`src/rtl/fifo_arb_pkg.sv`:
```
// rtl/fifo_arb_pkg.sv - shared types and helpers for the FIFO write arbiter
package fifo_arb_pkg;

    typedef enum logic [1:0] {
        IDLE  = 2'b01,
        BURST = 2'b10
    } arb_state_t;

    // Increment with explicit wrap to zero once value reaches limit.
    function automatic int wrap_inc(input int value, input int limit);
        return (value >= limit) ? 0 : value + 1;
    endfunction

endpackage

```
`src/rtl/fifo_wr_arbiter_rr_arbiter.sv`:
```
// rtl/fifo_wr_arbiter_rr_arbiter.sv - combinational round-robin pick starting at ptr_i
module rr_arbiter #(
    parameter int NUM_REQ = 4,
    parameter int PTR_W   = $clog2(NUM_REQ)
) (
    input  logic [NUM_REQ-1:0] req_i,
    input  logic [PTR_W-1:0]   ptr_i,
    output logic [NUM_REQ-1:0] grant_o,
    output logic [PTR_W-1:0]   idx_o,
    output logic               any_o
);

    localparam logic [PTR_W:0] NUM_W = (PTR_W+1)'(NUM_REQ);

    logic [PTR_W:0] cand;

    // One extra bit on cand so ptr+offset never overflows before the wrap compare.
    always_comb begin
        grant_o = '0;
        idx_o   = '0;
        any_o   = 1'b0;
        cand    = '0;
        for (int off = 0; off < NUM_REQ; off++) begin
            cand = {1'b0, ptr_i} + (PTR_W+1)'(off);
            if (cand >= NUM_W) begin
                cand = cand - NUM_W;
            end
            if (!any_o && req_i[cand[PTR_W-1:0]]) begin
                any_o                     = 1'b1;
                idx_o                     = cand[PTR_W-1:0];
                grant_o[cand[PTR_W-1:0]]  = 1'b1;
            end
        end
    end

endmodule

```
`src/rtl/fifo_wr_arbiter.sv`:
```
// rtl/fifo_wr_arbiter.sv - round-robin write arbiter with burst hold in front of a sync_fifo
module fifo_wr_arbiter
    import fifo_arb_pkg::*;
#(
    parameter int NUM_REQ    = 4,
    parameter int DATA_WIDTH = 8,
    parameter int MAX_BURST  = 2
) (
    input  logic                            i_clock,
    input  logic                            i_aresetn,
    input  logic [NUM_REQ-1:0]              i_req_valid,
    input  logic [NUM_REQ*DATA_WIDTH-1:0]   i_req_data,
    output logic [NUM_REQ-1:0]              o_req_ready,
    input  logic                            i_fifo_full,
    output logic                            o_fifo_wr_en,
    output logic [DATA_WIDTH-1:0]           o_fifo_data,
    output logic [$clog2(NUM_REQ)-1:0]      o_grant_id,
    output logic                            o_busy
);

    localparam int PTR_W = $clog2(NUM_REQ);
    localparam int CNT_W = $clog2(MAX_BURST + 1);
    localparam logic [CNT_W-1:0] MAX_C = CNT_W'(MAX_BURST);

    arb_state_t         state_q, state_d;
    logic [PTR_W-1:0]   ptr_q, ptr_d;
    logic [PTR_W-1:0]   owner_q, owner_d;
    logic [CNT_W-1:0]   cnt_q, cnt_d;

    logic               in_burst;
    logic               owner_hold;
    logic               arb_en;
    logic               grant_any;
    logic [PTR_W-1:0]   owner_next;
    logic [PTR_W-1:0]   arb_ptr;
    logic [PTR_W-1:0]   sel_idx;
    logic [CNT_W-1:0]   cnt_inc;
    logic [NUM_REQ-1:0] owner_oh;
    logic [NUM_REQ-1:0] grant_vec;
    logic [NUM_REQ-1:0] rr_grant;
    logic [PTR_W-1:0]   rr_idx;
    logic               rr_any;

    // Any encoding other than BURST is treated as IDLE.
    assign in_burst   = (state_q == BURST);
    assign owner_hold = in_burst && i_req_valid[owner_q];
    assign owner_next = PTR_W'(wrap_inc(int'(owner_q), NUM_REQ - 1));
    assign arb_ptr    = in_burst ? owner_next : ptr_q;
    assign cnt_inc    = cnt_q + CNT_W'(1);
    assign arb_en     = i_aresetn && !i_fifo_full;

    rr_arbiter #(
        .NUM_REQ (NUM_REQ),
        .PTR_W   (PTR_W)
    ) u_rr (
        .req_i   (i_req_valid),
        .ptr_i   (arb_ptr),
        .grant_o (rr_grant),
        .idx_o   (rr_idx),
        .any_o   (rr_any)
    );

    always_comb begin
        owner_oh = '0;
        for (int i = 0; i < NUM_REQ; i++) begin
            owner_oh[i] = (owner_q == PTR_W'(i));
        end
    end

    assign grant_any = arb_en && (owner_hold || rr_any);
    assign sel_idx   = owner_hold ? owner_q : rr_idx;
    assign grant_vec = arb_en ? (owner_hold ? owner_oh : rr_grant) : '0;

    always_comb begin
        o_fifo_data = '0;
        for (int i = 0; i < NUM_REQ; i++) begin
            if (grant_vec[i]) begin
                o_fifo_data = i_req_data[i*DATA_WIDTH +: DATA_WIDTH];
            end
        end
    end

    assign o_req_ready  = grant_vec;
    assign o_fifo_wr_en = |(grant_vec & i_req_valid);
    assign o_grant_id   = grant_any ? sel_idx : '0;
    assign o_busy       = in_burst;

    // A dropped owner releases in the same cycle; rr_arbiter already scans from owner+1.
    always_comb begin
        state_d = in_burst ? BURST : IDLE;
        ptr_d   = ptr_q;
        owner_d = owner_q;
        cnt_d   = cnt_q;
        if (o_fifo_wr_en) begin
            if (owner_hold) begin
                if (cnt_inc == MAX_C) begin
                    state_d = IDLE;
                    ptr_d   = owner_next;
                    cnt_d   = '0;
                end else begin
                    cnt_d   = cnt_inc;
                end
            end else if (MAX_BURST == 1) begin
                state_d = IDLE;
                ptr_d   = PTR_W'(wrap_inc(int'(rr_idx), NUM_REQ - 1));
            end else begin
                state_d = BURST;
                owner_d = rr_idx;
                cnt_d   = CNT_W'(1);
            end
        end else if (in_burst && !i_fifo_full && !i_req_valid[owner_q]) begin
            state_d = IDLE;
            ptr_d   = owner_next;
            cnt_d   = '0;
        end
    end

    always_ff @(posedge i_clock or negedge i_aresetn) begin
        if (!i_aresetn) begin
            state_q <= IDLE;
            ptr_q   <= '0;
            owner_q <= '0;
            cnt_q   <= '0;
        end else begin
            state_q <= state_d;
            ptr_q   <= ptr_d;
            owner_q <= owner_d;
            cnt_q   <= cnt_d;
        end
    end

endmodule

```
`config.mk`:
```
export PLATFORM = sky130hd
export DESIGN_NAME = fifo_wr_arbiter
export DESIGN_NICKNAME = d
export VERILOG_FILES = /design/src/rtl/fifo_arb_pkg.sv /design/src/rtl/fifo_wr_arbiter_rr_arbiter.sv /design/src/rtl/fifo_wr_arbiter.sv
export SDC_FILE = /design/constraint.sdc
export NUM_CORES = 1
export LEC_CHECK = 0
export ABC_AREA = 1
export CAP_MARGIN = 20
export CORE_MARGIN = 2
export CORE_UTILIZATION = 47
export CTS_BUF_LIST = sky130_fd_sc_hd__clkbuf_4
export DETAILED_ROUTE_END_ITERATION = 12
export PLACE_DENSITY = 0.93
export SYNTH_ARGS = -nofsm -noshare
export SYNTH_HDL_FRONTEND = slang
export SYNTH_SLANG_ARGS = --single-unit
export TNS_END_PERCENT = 10
```
`constraint.sdc`:
```
create_clock -name i_clock -period 3.5 [get_ports i_clock]
set_input_delay 0.35 -clock i_clock [delete_from_list [all_inputs] [get_ports i_clock]]
set_output_delay 0.35 -clock i_clock [all_outputs]
set_load 0.01 [all_outputs]
```
== Yosys cells after proc, flatten, opt, wreduce, memory -nomap -nowiden ==
Index checks and enable logic that the tools add are counted.
Word-level totals
  output and inout port bits: 16
  word-level logic and storage cells: 117
  bits in registers: 8
  input port bits: 39
Operators by class
  reduce and logical (&&, ||, !) cells: 22
  $add $sub $neg: 9
  order comparisons: 14
  bitwise gates (word level): 4
  equal/unequal tests: 7
  mux-type cells: 57
Operators with widths (number)
  two-way mux 2 bit: 25
  two-way mux 8 bit: 4
  two-way mux 4 bit: 6
  less-than comparator 2 x 3 -> 1 bit, second input constant: 5
  two-way mux 1 bit: 13
  logical AND 1 bit: 12
  bitwise OR 4 bit: 3
  binary-select mux 1 bit (select 2 bit): 5
  greater-or-equal comparator 3 bit, second input constant: 3
  demux 1 bit (select 2 bit): 4
  == test 2 bit, second input constant: 4
  greater-or-equal comparator 2 x 1 -> 1 bit, second input constant: 4
  subtractor 2 x 1 -> 2 bit, second input constant: 4
  adder 2 x 2 -> 3 bit, second input constant: 2
  logical NOT 1 bit: 5
  adder 2 x 1 -> 2 bit, second input constant: 2
  AND 4 bit: 1
  inequality test 2 x 1 -> 1 bit, second input constant: 2
  OR reduction 4 bit: 1
  adder 2 x 1 -> 3 bit, second input constant: 1
  greater-or-equal comparator 2 x 3 -> 1 bit, second input constant: 1
  AND reduction 3 bit: 1
  == test 2 x 1 -> 1 bit, second input constant: 1
  greater-or-equal comparator 2 bit, second input constant: 1
  3 further kinds: 3

== Logic depth before layout (Yosys ltp) ==
  depth in word-level cells: 23
  mapped depth: 20
  mapped depth without buffers: 20

== By module ==
A second synthesis with hierarchy kept.
Second synthesis, totals
  cell total of the unflattened synthesis: 227
  area total of the unflattened synthesis: 1407.6 sq um
Modules (own cells, without submodules)
  fifo_wr_arbiter: times used 1, area an instance 967.2 sq um, cells each 153, seq. area each 201.4 sq um
  rr_arbiter: times used 1, area an instance 440.4 sq um, cells each 74, seq. area each 0.0 sq um

== Worst setup path after synthesis ==
OpenSTA, ideal clock, no wires.
  path kind: register to output
  start point: register owner_q[0]
  end point: output o_fifo_data[0]
  arrival: 2575 ps
  slack: 575 ps
  data required time: 3150 ps
  stages on the path, launching flop included: 20
  cell sequence: dfrtp_1 > inv_1 > ha_1 > inv_1 > nand2_2 > o21ai_2 > ha_1 > inv_1 > nand3_1 > nand2_1 > nand2_2 > nor2_8 > nand2_1 > nand3_2 > nand2_2 > inv_2 > nand2_1 > nand3_1 > nand3_1 > nand2_1
On the way
  elaborated cells between the ends (all ways): 76
  classes of those cells: 8 x add/sub; 13 x order compare; 3 x eq/ne; 37 x mux; 3 x bitwise; 12 x reduce/logical
RTL lines
  start, declared: line fifo_wr_arbiter.sv:27  | logic [PTR_W-1:0] owner_q, owner_d;
  start signal, assigned: line fifo_wr_arbiter.sv:127  | owner_q <= owner_d;
  adder 2 x 1 -> 2 bit / greater-or-equal comparator 2 bit (equally long branches): line fifo_arb_pkg.sv:11  | return (value >= limit) ? 0 : value + 1;
  two-way mux 2 bit *: line fifo_arb_pkg.sv:11
  named net owner_next[1]: line fifo_wr_arbiter.sv:34  | logic [PTR_W-1:0] owner_next;
  two-way mux 2 bit *: line fifo_wr_arbiter.sv:48  | assign arb_ptr = in_burst ? owner_next : ptr_q;
  parallel branches: the longest is 13 deep, another holds adder 2 x 1 -> 3 bit
  two-way mux 4 bit *: line fifo_wr_arbiter_rr_arbiter.sv:28  | if (!any_o && req_i[cand[PTR_W-1:0]]) begin
  two-way mux 4 bit * (2 in series): line fifo_wr_arbiter.sv:72  | assign grant_vec = arb_en ? (owner_hold ? owner_oh : rr_grant) : '0;
  named net o_req_ready[1]: line fifo_wr_arbiter.sv:13  | output logic [NUM_REQ-1:0] o_req_ready,
  two-way mux 8 bit * (3 in series): line fifo_wr_arbiter.sv:77  | if (grant_vec[i]) begin
  end, declared: line fifo_wr_arbiter.sv:16  | output logic [DATA_WIDTH-1:0] o_fifo_data,
Mark *: on every way through the listed nets, which the timed path passes. The select of a mux whose other input is x is not followed.

== Final worst setup path ==
  start point: register owner_q[1]
  end point: output o_fifo_data[1]
On the way
  word-level cells in the longest chain between the ends: 23
  elaborated cells between the ends (all ways): 76
  classes of those cells: 8 x add/sub; 13 x order compare; 3 x eq/ne; 37 x mux; 3 x bitwise; 12 x reduce/logical
RTL lines (line)
  parallel branches: the longest is 17 deep, another holds adder 2 x 1 -> 3 bit
  two-way mux 4 bit * (2 in series): fifo_wr_arbiter.sv:72
  two-way mux 8 bit (3 in series): fifo_wr_arbiter.sv:77
  two-way mux 8 bit *: fifo_wr_arbiter.sv:77
Every way passes the cells marked *. The select of a mux whose other input is x is not followed.

==> summary.md <==
| Metric | Value |
|---|---|
| Post-Layout Cell Count | 358 |
| Die area | 0.00374 mm² |
| Placed cell count | 349 |
| Nets | 366 |
| Top Ports | 55 |
| Starting Density | 0.499 |
| Syn avg cell area | approximately 6.3 µm² |
| 1st-iter DRT viols | between 100 and 150 |
| Sequential power share | 0.096 |
| Number of global-route vias before repair | 1696 |
| DIE HEIGHT | 61.2 µm |
| Pin count of the biggest net entering global routing | 18 |
| Ys Warns | 0 |
| Leak | 1.24 nW |
| Clock-pin slew on the worst setup and hold paths | roughly 60 ps |
| Crit end category | output port |
| Die Wd | 61.2 µm |
| Overall routing resource usage | 0.256 |
| Final slew viol count | 0 |
| Crit Path Category | reg -> out |
| Power per Cell Area | 829 mW/mm² |
| R2R setup slack | 720 ps |
| Final Setup Violations | 0 |
| Total number of vias | 1920 |
| Antenna Cells | 0 |
| Clock buffer depth | 2 |
| Worst slew margin | 0.812 |
| Placer Congestion | 1.01 |
| P_sw | 1.06 mW |
| Clk sinks | 8 |
| Clock root cell | clkbuf_4 |
| Post-synthesis cell type count | 30 |
| First-pass GRT wire length | 7320 µm |
| Post-Syn Instances | between 200 and 250 |
| Site Rows | 20 |
| Switch share | 0.557 |
| Crit path DAT | 3060 ps |
| Register bit total from synthesis | 8 |
| Clock Latency Late Sink | 250 ps |
| CP Max Fanout | 8 |
| DR DRC count | 0 |
| Post-synthesis sequential area ratio | 0.131 |
| Fmax | 0.294 GHz |
| Most frequent cells in the layout | nand2_1 (62), nand3_1 (49), clkdlybuf4s50_1 (44) |
| Final HPWL DP | 3800 µm |
| CTS Buf Count | 3 |
| Combinational cell fraction of total power | 0.861 |
| Tmin final | 3410 ps |
| DRT Wirelength | 4910 µm |
| WL/cell | 13.7 µm |
| Drt first pass iters | 4 |
| # H-tree levels | 1 |
| Port Buffers | 54 |
| Layout cells sized above 1 | 0.261 |
| Core ar. | just over 0.003 mm² |
| Peak VDD IR | 0.464 mV |
| CTS tree | built |
| Worst-Margin Slew | 280 ps |
| Initial antenna violation count | 0 |
| HP Class | in -> async |
| P&R area growth vs syn | 49.2% |
| Clock Skew | 10.9 ps |
| Total negative slack | 0 ps |
| Hold Vio Cnt, Final | 0 |
| Max-Cap Viols | 0 |
| Post-Syn Area | approximately 0.0015 mm² |
| Post-CTS Hold Fix Bufs | 0 |
| Fill count | 235 |
| Post-DRT Antenna Nets | 0 |
| Clock power frac | 0.043 |
| Required time worst endpoint | 3150 ps |
| Leading cell type in the layout, fill and taps excluded | nand2_1 |
| Status | finished, final reports clean |
| Cell-internal power | 841 µW |
| RSZ-0062 raised after global routing | yes |
| Hold slack | 376 ps |
| Final period utilization | 0.973 |
| Startpoint types | flop |
| Vias/cell | roughly 5.4 |
| Reg2Reg Depth | 20 |
| GRT overflow | 0 |
| Syn_nets | 295 |
[worst paths after layout]
| check | startpoint | end |
|---|---|---|
| min in group i_clock | ptr_q[1] | ptr_q[1] |
| max in group asynchronous | i_aresetn | state_q[0] |
| setup reg to reg | owner_q[1] | ptr_q[1] |
| hold reg to reg | ptr_q[1] | ptr_q[1] |
| hold / removal | i_aresetn | cnt_q[1] |
| setup / recovery | owner_q[1] | o_fifo_data[1] |
[flip-flops by register name, summed over array words and instances, names as in the netlist]
name,cells
ptr_q,2
state_q,2
owner_q,2
cnt_q,2
[what timing repair did]
| item | 4_1_cts | 5_1_grt |
|---|---|---|
| gates cloned | 0 | 0 |
| endpoints found under the hold margin | 0 | 0 |
| pin swaps | 1 | 1 |
| endpoints found under the setup margin | 12 | 15 |
| resized for setup | 14 | 21 |
| setup buffers | 1 | 4 |
[cell type report]
class                           instances  area (µm²)  share of cell area
Clock buffer                            4        30.0              0.0131
Inverter                               26         104              0.0453
Multi-Input combinational cell        207        1260               0.550
Sequential cell                         8         201              0.0879
Tap cell                               44        55.1              0.0240
Timing Repair Buffer                   69         641               0.280
[critical path: stages, from the launching register on]
cell and delay [ps]:
dfrtp_1 420, ha_1 230, inv_1 90, nand2_1 70
nand2_2 100, nand2_2 80, ha_4 260, inv_2 80
nand3_1 100, nand2_1 100, nand2_2 100, nor2_8 140
nand2_1 70, nand3_1 110, and2_4 150, buf_4 140
nand3_1 80, nand3_1 100, nand3_1 90, nand2_1 70
clkdlybuf4s15_1 230
[power groups by stage]
stage | logic, mW | clock network (mW) | registers [mW]
detailed placement | 1.50 | 0 | 0.185
global route | 1.77 | 0.0916 | 0.189
floorplan | 1.03 | 0 | 0.182
CTS | 1.53 | 0.0860 | 0.181
finish | 1.63 | 0.0822 | 0.183
global placement | 1.47 | 0 | 0.182
[routing by layer]
metal | GRT usage | up-vias | wire, µm
met3 | 0.0294 | 11 | 260
met1 | 0.334 | 895 | 2030
li1 | - | 939 | -
met4 | 0.106 | 0 | 59
met2 | 0.429 | 75 | 2560
met5 | 0 | - | 0
[cell usage after synthesis]
| cell | number | share of area |
|---|---|---|
| nor2_1 | 16 | 0.039 |
| o211ai_1 | 1 | 0.0049 |
| or2_0 | 1 | 0.0041 |
| buf_4 | 1 | 0.0049 |
| or2_2 | 7 | 0.029 |
| a21oi_2 | 1 | 0.0057 |
| nand2_2 | 16 | 0.065 |
| dfstp_2 | 1 | 0.017 |
| buf_6 | 2 | 0.015 |
| a21oi_1 | 6 | 0.020 |
| nor2_2 | 1 | 0.0041 |
| clkinv_1 | 1 | 0.0024 |
| nand2_1 | 63 | 0.15 |
| inv_2 | 5 | 0.012 |
| nand3_2 | 7 | 0.046 |
| o21bai_1 | 1 | 0.0049 |
| nand3_1 | 49 | 0.16 |
| ha_1 | 12 | 0.098 |
| nor2_8 | 3 | 0.039 |
| o21ai_1 | 2 | 0.0065 |
| and2_1 | 1 | 0.0041 |
| nand4_1 | 4 | 0.016 |
| a22oi_1 | 1 | 0.0049 |
| dfrtp_1 | 7 | 0.11 |
| inv_1 | 20 | 0.049 |
| and2_4 | 1 | 0.0057 |
| o21ai_2 | 3 | 0.017 |
| o21ai_0 | 3 | 0.0098 |
| o22ai_1 | 3 | 0.012 |
| nand2_4 | 5 | 0.037 |
[per-stage QoR]
step,cell area (µm²),total power [mW],util,setup WS [ps]
floorplan,1540,1.21,-,575
global placement,2180,1.65,0.707,103
detailed placement,2180,1.69,0.707,-65.8
CTS,2240,1.79,0.727,-87.4
global route,2290,2.05,0.744,-111
finish,2290,1.90,0.744,93.8
[kinds of logic after synthesis]
| group | Yosys count | synth area share |
|---|---|---|
| and+or+nand+nor | 174 | 0.602 |
| buffers and inverters | 29 | 0.0831 |
| AOI/OAI and AO/OA | 21 | 0.0856 |
| adders and majority gates | 12 | 0.0978 |
| DFF | 8 | 0.131 |
Power figures use the tool's default switching activity.
